## src/rtl/bop_round_ctrl.sv

```systemverilog
// Round sequencer for the bop-it gamepad: issues a command, arms it once inputs are released,
// judges the response against the 1 Hz tick and keeps a saturating BCD score.
module bop_round_ctrl #(
   parameter int NUM_CMDS    = 12,
   parameter int TIMEOUT_S   = 10,
   parameter int WIN_DELAY_S = 3
) (
   input  logic       clk,
   input  logic       rst,
   input  logic       tick_1hz,
   input  logic       start,
   input  logic [4:0] rand_in,
   input  logic [7:0] sw,
   input  logic [3:0] btn,
   output logic [3:0] cmd_code,
   output logic       game_on,
   output logic       round_won,
   output logic [1:0] fail_reason,
   output logic [3:0] secs_ones,
   output logic [3:0] secs_tens,
   output logic [3:0] score_ones,
   output logic [3:0] score_tens,
   output logic [7:0] led
);

   typedef enum logic [2:0] {S_IDLE, S_ARM, S_WAIT, S_WON, S_OVER} state_t;

   localparam logic [3:0] TO_TENS  = 4'(TIMEOUT_S / 10);
   localparam logic [3:0] TO_ONES  = 4'(TIMEOUT_S % 10);
   localparam logic [7:0] DLY_LAST = 8'(WIN_DELAY_S - 1);

   state_t      state_reg;
   logic        start_q;
   logic [7:0]  delay_reg;

   logic [11:0] all_in;
   logic [11:0] sel_mask;
   logic        any_act;
   logic        correct;
   logic        wrong;
   logic        start_edge;
   logic [3:0]  new_cmd;
   logic [3:0]  secs_ones_inc;
   logic [3:0]  secs_tens_inc;
   logic        timeout_hit;
   logic        score_max;
   logic [3:0]  score_ones_inc;
   logic [3:0]  score_tens_inc;

   // Inputs packed so the command code indexes straight into them: sw in 0-7, buttons in 8-11.
   assign all_in = {btn, sw};

   generate
      for (genvar gi = 0; gi < 12; gi++) begin : g_sel
         assign sel_mask[gi] = (cmd_code == 4'(gi));
      end
   endgenerate

   assign any_act    = |all_in;
   assign correct    = |(all_in & sel_mask);
   assign wrong      = |(all_in & ~sel_mask);
   assign start_edge = start & ~start_q;
   assign new_cmd    = 4'(rand_in % 5'(NUM_CMDS));

   assign secs_ones_inc = (secs_ones == 4'd9) ? 4'd0 : secs_ones + 4'd1;
   assign secs_tens_inc = (secs_ones == 4'd9) ? secs_tens + 4'd1 : secs_tens;
   assign timeout_hit   = (secs_tens_inc == TO_TENS) && (secs_ones_inc == TO_ONES);

   assign score_max      = (score_tens == 4'd9) && (score_ones == 4'd9);
   assign score_ones_inc = score_max ? 4'd9 : ((score_ones == 4'd9) ? 4'd0 : score_ones + 4'd1);
   assign score_tens_inc = score_max ? 4'd9 : ((score_ones == 4'd9) ? score_tens + 4'd1 : score_tens);

   function automatic logic [7:0] prompt(input logic [3:0] c);
      return (c < 4'd8) ? (8'd1 << c[2:0]) : 8'd0;
   endfunction

   always_ff @(posedge clk) begin
      if (rst) begin
         state_reg   <= S_IDLE;
         start_q     <= 1'b1;
         delay_reg   <= 8'd0;
         cmd_code    <= 4'd0;
         game_on     <= 1'b0;
         round_won   <= 1'b0;
         fail_reason <= 2'd0;
         secs_ones   <= 4'd0;
         secs_tens   <= 4'd0;
         score_ones  <= 4'd0;
         score_tens  <= 4'd0;
         led         <= 8'd0;
      end else begin
         start_q <= start;
         if (start_edge) begin
            state_reg   <= S_ARM;
            delay_reg   <= 8'd0;
            cmd_code    <= new_cmd;
            game_on     <= 1'b1;
            round_won   <= 1'b0;
            fail_reason <= 2'd0;
            secs_ones   <= 4'd0;
            secs_tens   <= 4'd0;
            score_ones  <= 4'd0;
            score_tens  <= 4'd0;
            led         <= prompt(new_cmd);
         end else begin
            case (state_reg)
               S_ARM: begin
                  if (!any_act)
                     state_reg <= S_WAIT;
                  // A timeout on the same tick overrides the release.
                  if (tick_1hz) begin
                     secs_ones <= secs_ones_inc;
                     secs_tens <= secs_tens_inc;
                     if (timeout_hit) begin
                        state_reg   <= S_OVER;
                        fail_reason <= 2'd2;
                        game_on     <= 1'b0;
                        led         <= 8'd0;
                     end
                  end
               end
               S_WAIT: begin
                  if (wrong) begin
                     state_reg   <= S_OVER;
                     fail_reason <= 2'd1;
                     game_on     <= 1'b0;
                     led         <= 8'd0;
                  end else if (correct) begin
                     state_reg  <= S_WON;
                     round_won  <= 1'b1;
                     delay_reg  <= 8'd0;
                     secs_ones  <= 4'd0;
                     secs_tens  <= 4'd0;
                     score_ones <= score_ones_inc;
                     score_tens <= score_tens_inc;
                     led        <= 8'd0;
                  end else if (tick_1hz) begin
                     secs_ones <= secs_ones_inc;
                     secs_tens <= secs_tens_inc;
                     if (timeout_hit) begin
                        state_reg   <= S_OVER;
                        fail_reason <= 2'd2;
                        game_on     <= 1'b0;
                        led         <= 8'd0;
                     end
                  end
               end
               S_WON: begin
                  if (tick_1hz) begin
                     if (delay_reg == DLY_LAST) begin
                        state_reg <= S_ARM;
                        delay_reg <= 8'd0;
                        cmd_code  <= new_cmd;
                        round_won <= 1'b0;
                        led       <= prompt(new_cmd);
                     end else begin
                        delay_reg <= delay_reg + 8'd1;
                     end
                  end
               end
               default: ;
            endcase
         end
      end
   end

endmodule

```

## config.mk

```make
export PLATFORM = sky130hd
export DESIGN_NAME = bop_round_ctrl
export DESIGN_NICKNAME = d
export VERILOG_FILES = /design/src/rtl/bop_round_ctrl.sv
export SDC_FILE = /design/constraint.sdc
export NUM_CORES = 1
export LEC_CHECK = 0
export ABC_AREA = 1
export BUFFER_PORTS_ARGS = -buffer_cell sky130_fd_sc_hd__buf_2
export CAP_MARGIN = 20
export CORE_MARGIN = 2
export CORE_UTILIZATION = 40
export CTS_CLUSTER_SIZE = 8
export DETAILED_ROUTE_END_ITERATION = 16
export HOLD_SLACK_MARGIN = 0.02
export PLACE_DENSITY_LB_ADDON = 0.25
export SLEW_MARGIN = 25
export SYNTH_ARGS = -nofsm -noshare
export SYNTH_HDL_FRONTEND = slang
export SYNTH_SLANG_ARGS = --single-unit
export TNS_END_PERCENT = 20
```

## constraint.sdc

```tcl
create_clock -name clk -period 2.45 [get_ports clk]
set_input_delay 0.49 -clock clk [delete_from_list [all_inputs] [get_ports clk]]
set_output_delay 0.49 -clock clk [all_outputs]
set_load 0.01 [all_outputs]
```

==> impl_metrics.json, run 1 <==
{
  "maxCapViolCount": 0,
  "peakVddDrop_v": 0.000311,
  "synth-seq-cells": 44,
  "nNetsFinal": 517,
  "fin_crit_sh_pct": 81.4,
  "r2r_setup_slack_ps": 460,
  "initial_core_util_pct": 40.7,
  "yosysTopAreaCell": "dfxtp_1",
  "synthFlopType": "dfxtp_1",
  "synth.most_common_cell": "nand2_1",
  "regArea_um2": 881,
  "grt_pass1_wl_mm": 11.7,
  "arrival_ps": 2210,
  "cpMaxStageDelayCell": "dfxtp_1",
  "drtAntennaViolNets": 0,
  "ys_warn_count": 0,
  "wl_met3_um": 246,
  "track_usage_pct": 18.2,
  "leakage_nw": 1.51,
  "numPortBuffers": 52,
  "dieWidth_um": 89.5,
  "dpl_worst_slack_ps": 456,
  "fillers": 767,
  "synth-simple-area-share_pct": 41.8,
  "path_clk_slew_ps": 100,
  "critical_path_required_ps": 2660,
  "drcViolationCount": 0,
  "cts_tree": "done",
  "drive_gt1_share_pct": 25.5,
  "crit_type": "flip-flop to flip-flop",
  "synth_fa_ha_area_share_pct": 3.00,
  "topRoutingLayerUsed": "met4",
  "hold_buffers": 0,
  "die_y_um": 89.5,
  "drv_slew": 0,
  "cts_max_level": 2,
  "synth_compound_area_share_pct": 14.3,
  "hold_violations": 0,
  "worst_slack_ps": 457,
  "syn_area_um2": 2920,
  "slew-limit-headroom_pct": 60.3,
  "hp-class": "input pin to flip-flop",
  "critical_path.n_buffers_inverters": 3,
  "syn_inst": 435,
  "ys_async_sr_fraction_pct": 0,
  "ys_seq_area_share_pct": 30.1,
  "routed_via_density": 4.93,
  "synth_top_area_share_pct": 30.1,
  "multi_input_area_um2": 1800,
  "synth_edf_count": 0,
  "status": "finished, final reports clean",
  "area_delta_synth_final_pct": 16.1,
  "yosys-top-cells-count": "103 x nand2_1, 48 x nor2_1, 44 x dfxtp_1",
  "first_iter_violations": 158,
  "cp-end-kind": "flip-flop",
  "core_area_um2": 7180,
  "cp-start-kind": "flip-flop",
  "yosysUniqueCellTypes": 37,
  "postCtsSetupRepairBufs": 0,
  "yosys.area_share.xor_xnor_pct": 2.40,
  "path_delay_family": "simple AND/OR/NAND/NOR gates",
  "max_freq_mhz": 502,
  "wl_per_cell_um": 11.5,
  "p_total_mw": 2.68,
  "routed-wl-met2_mm": 3.23,
  "cpPeakStageDelay_ps": 440,
  "die_area_um2": 8010,
  "wirelength_met1_mm": 3.25,
  "cts_sinks": 44,
  "setup-tns-final_ps": 0,
  "dpl.hpwl_mm": 5.29,
  "synth_nets": 463,
  "synth.mux.area_fraction_pct": 0,
  "insertion_delay_ps": 310,
  "n_antenna_cell": 0,
  "drt-pass1-iter-count": 4,
  "finalSetupViolCount": 0,
  "clock_path_buffers": 2,
  "cts_resized": 0,
  "grt_max_degree": 18,
  "cts_buffers": 5,
  "crit_path_max_fanout": 12,
  "path_cells": "inv_2 > nor2_4 > nand2_1 > nand2_1 > nand2_1 > nor2_4 > inv_1 > nor2_4 > nand3_2 > nor2_1 > inv_1 > nor2_1 > nor2_1",
  "gr-total-overflow": 0,
  "antenna_found_initial": 0,
  "rows": 31,
  "grt_pass1_vias": 2622,
  "min_period_ps": 1990,
  "gp_congestion": 0.899,
  "fin_hold_ws_ps": 383,
  "rsz0062_at_grt": "no",
  "max_slew.worst_pin.slew_ps": 593,
  "power_density_nw_per_um2": 788,
  "avgSynthCellArea_um2": 6.72,
  "vias": 2904,
  "synthTopCellsByArea": "dfxtp_1 30%, nand2_1 13%, nor2_1 6.2%",
  "drt_wl_total_mm": 6.80,
  "ios": 53,
  "ctsRootBufferMaster": "clkbuf_8",
  "synth_top_family_by_area": "simple AND/OR/NAND/NOR gates",
  "skew_ps": 12.1
}
==> layout by cell type, fill, tap and decap left out, drive strengths merged <==
cell type  count
a21o           1
a21oi         32
nand2        118
o21ai         17
nand3         35
clkbuf         5
and3           1
nor2          64
inv           50
bufinv         1
nand3b         2
ha             7
buf           56
clkinv         1
or2            2
xor2           8
a31oi          1
nor3b          4
o21bai         1
clkinvlp       1
nor3           5
nand4         17
dfxtp         44
o211ai         6
a211oi         7
nor4           4
==> logic make-up after synthesis <==
kind of cell	count (synthesis)
simple gates	252
buf+inv	59
fa+ha+maj	7
compound gates	65
xor+xnor	8
flops	44
==> routing by layer <==
metal  track usage [%]  vias up
met2              31.1       48
li1                  -     1538
met5                 0        -
met1              23.4     1310
met3              3.42        8
met4              5.02        0
==> power breakdown <==
part | total (mW) | internal (mW) | switching [mW]
Combinational | 1.15 | 0.387 | 0.767
Clock | 0.585 | 0.308 | 0.277
Sequential | 0.939 | 0.815 | 0.123
==> worst reg2reg max path, stage by stage (launching register included) <==
cell and delay [ps]:
dfxtp_1 440, inv_2 80, nor2_4 180, nand2_1 90, nand2_1 60, nand2_1 90
nor2_4 100, inv_1 70, nor2_4 140, nand3_2 240, nor2_1 200, inv_1 80
nor2_1 90, nor2_1 50
==> area by class of cell <==
class / instances / area share (%)
multi-input combinational: 332 / 52.9
sequential: 44 / 25.9
timing repair buffer: 56 / 8.55
inverter: 50 / 5.56
tap: 99 / 3.65
clock buffer: 5 / 2.03
clock inverter: 3 / 1.36
==> final timing paths <==
check	startpoint	end	cells past startpoint
max	cmd_code[3]	score_tens[0]	13
min	start	start_q	3
max reg2reg	cmd_code[3]	score_tens[0]	13
min reg2reg	fail_reason[1]	fail_reason[1]	2
==> per-stage QoR <==
stage                     cell area (um^2)  instances  utilization, %
after CTS                             3400        589            47.3
final                                 3400        589            47.3
after floorplan                       2920        435               -
after detailed placement              3280        581            45.7
after global routing                  3400        589            47.3
after global placement                3280        581            45.7
Note: power is estimated with default switching activity, not from simulation.
==> run 2, diff against run 1 <==
--- a/config.mk
+++ b/config.mk
@@ -5,7 +5,7 @@
 export SDC_FILE = /design/constraint.sdc
 export NUM_CORES = 1
 export LEC_CHECK = 0
-export ABC_AREA = 1
+export ABC_AREA = 0
 export BUFFER_PORTS_ARGS = -buffer_cell sky130_fd_sc_hd__buf_2
 export CAP_MARGIN = 20
 export CORE_MARGIN = 2
==> constraint.sdc (replaced) <==
create_clock -name clk -period 1.86 [get_ports clk]
set_input_delay 0.372 -clock clk [delete_from_list [all_inputs] [get_ports clk]]
set_output_delay 0.372 -clock clk [all_outputs]
set_load 0.01 [all_outputs]
==> impl_metrics.json, run 2 <==
{
  "grt_max_degree": 14,
  "crit_path_max_fanout": 7,
  "crit_cells": 8,
  "rr_startpoint": "cmd_code[1]",
  "ctsRootBufferMaster": "clkbuf_8",
  "clock_path_buffers": 2,
  "reg2reg_depth": 8,
  "cts_buffers": 5,
  "synth_edf_count": 0,
  "final_common_cell": "buf_4",
  "ys_async_sr_fraction_pct": 0,
  "skew_ps": 6.47,
  "die_y_um": 84.8,
  "grt_use_met2_pct": 32.3,
  "cp-end-kind": "flip-flop",
  "antenna_found_initial": 0,
  "vias": 2773,
  "status": "finished with violations",
  "yosysUniqueCellTypes": 58,
  "critical_path.n_buffers_inverters": 1,
  "synthFlopType": "dfxtp_1",
  "drcViolationCount": 0,
  "wl_per_cell_um": 13.7,
  "drt-pass1-iter-count": 4,
  "first_iter_violations": 81,
  "cpPeakStageDelay_ps": 530,
  "synth.most_common_cell": "dfxtp_1",
  "drive_gt1_share_pct": 44.8,
  "numPortBuffers": 52,
  "met3_usage_pct": 3.24,
  "yosys-top-cells-count": "44 x dfxtp_1, 28 x nor2_1, 27 x a21oi_1",
  "hp-class": "input pin to flip-flop",
  "cpMaxStageDelayCell": "or4b_4",
  "yosysTopAreaCell": "dfxtp_1",
  "max_freq_mhz": 424,
  "track_usage_pct": 19.0,
  "leakage_nw": 1.64,
  "path_delay_family": "simple AND/OR/NAND/NOR gates",
  "cts_sinks": 44,
  "synth_top_area_share_pct": 33.8,
  "dpl.hpwl_mm": 5.15,
  "setup-tns-final_ps": -13180,
  "gp_congestion": 0.824,
  "busiest_layer": "met2",
  "path_cells": "or4b_4 > a21oi_4 > o22ai_4 > nor3_4 > buf_6 > nand2_8 > or4_4 > a21oi_2",
  "fin_hold_ws_ps": 294,
  "cp-start-kind": "flip-flop",
  "drt_wl_total_mm": 6.83,
  "worst_slack_ps": -500,
  "die_area_um2": 7180,
  "fin_crit_sh_pct": 127,
  "rsz0062_at_grt": "yes",
  "critical_path_required_ps": 2080,
  "initial_core_util_pct": 41.3,
  "synth-seq-cells": 44,
  "slew-limit-headroom_pct": 60.0,
  "hold_buffers": 0,
  "avgSynthCellArea_um2": 8.55,
  "insertion_delay_ps": 290,
  "synth_nets": 333,
  "path_clk_slew_ps": 80,
  "arrival_ps": 2590,
  "area_delta_synth_final_pct": 48.0,
  "ys_seq_area_share_pct": 33.8,
  "nNetsFinal": 449,
  "post_dp_cell_area_um2": 3470,
  "min_period_ps": 2360,
  "cts_max_level": 2,
  "final_cell_mix": "58 x buf_4, 52 x buf_2, 39 x dfxtp_1, 27 x nor2_1, 16 x a21oi_1",
  "postLayoutCellArea_um2": 3860,
  "use_met1_pct": 25.6,
  "r2r_setup_slack_ps": -500,
  "gr-total-overflow": 0,
  "cts_tree": "done",
  "finalSetupViolCount": 39,
  "ios": 53,
  "crit_type": "flip-flop to flip-flop",
  "grt_pass1_wl_mm": 11.5,
  "maxCapViolCount": 0,
  "n_antenna_cell": 0,
  "hold_violations": 0,
  "violations": "setup timing",
  "cp-endpoint": "score_ones[2]",
  "routed_via_density": 5.56,
  "ys_warn_count": 0,
  "drv_slew": 0,
  "dieWidth_um": 84.8,
  "rows": 29,
  "drtAntennaViolNets": 0,
  "power_density_nw_per_um2": 501,
  "grt_pass1_vias": 2644,
  "syn_inst": 305,
  "synthTopCellsByArea": "dfxtp_1 34%, a21oi_1 5.2%, nor2_1 4.0%",
  "peakVddDrop_v": 0.000417,
  "r2r_end": "score_ones[2]",
  "max_slew.worst_pin.slew_ps": 598,
  "crit_start": "cmd_code[1]",
  "syn_area_um2": 2610,
  "core_area_um2": 6310
}
-- run 2: cell count changes after synthesis, sizes merged, moves of 6 or more --
cell,change
o22ai,+7
o21ai,-6
or3,+6
nor2b,+7
mux2i,+7
nand2b,+12
o211ai,-6
nand2,-102
nand4,-12
o31ai,+6
nand3,-28
or4,+8
inv,-40
nor2,-36
-- run 2: final cells by class --
class | instances | area [um^2]
Clock buffer | 6 | 72.6
Clock inverter | 2 | 35.0
Fill cell | 572 | 2450
Inverter | 9 | 33.8
Multi-Input combinational cell | 241 | 1910
Sequential cell | 44 | 897
Tap cell | 77 | 96.3
Timing Repair Buffer | 120 | 817
-- run 2: kinds of logic after synthesis --
family	after synthesis	share of synthesized area [%]
compound gates	81	21.8
xor+xnor	7	2.35
fa+ha+maj	7	3.36
buf+inv	20	3.41
flops	44	33.8
mux	8	3.55
simple gates	138	31.8
-- run 2: how the worst min path moves through the flow --
stage	slack (ps)	cells past startpoint	startpoint	end
floorplan	460	2	delay_reg[5]	delay_reg[5]
global placement	450	1	led[7]	led[7]
detailed placement	450	1	led[6]	led[6]
CTS	290	2	start	start_q
global route	300	2	start	start_q
finish	290	2	start	start_q
-- run 2: what timing repair did --
item | CTS | global route
buffers inserted | 1 | 3
pin swaps | 15 | 25
resized for setup | 21 | 39
endpoints found under the setup margin | 43 | 43
-- run 2: worst reg2reg max path: cells and delay by family (launching register included) --
family | cells | cell delay (ps)
AND/OR/NAND/NOR | 4 | 1380
flip-flops | 1 | 370
AO/OA/AOI/OAI | 3 | 400
buffers and inverters | 1 | 150
-- run 2: layer usage --
layer,vias to the layer above,part of all wire (%)
li1,1373,-
met1,1329,45
met2,65,51
met3,6,3.8
met4,0,0.53
met5,-,0
-- run 2: report_power, final --
group / switching (mW) / internal (mW)
Clock: 0.320 / 0.399
Combinational: 0.136 / 0.125
Sequential: 0.00925 / 0.946
Total: 0.465 / 1.47
-- run 2: through the flow --
step / power (mW) / utilization (%) / cells / setup WS, ps
after floorplan: 1.10 / - / 305 / -371
after global placement: 1.21 / 54.9 / 487 / -575
after detailed placement: 1.21 / 54.9 / 487 / -615
after CTS: 1.94 / 57.9 / 496 / -517
after global routing: 2.02 / 61.2 / 499 / -596
final: 1.94 / 61.2 / 499 / -500
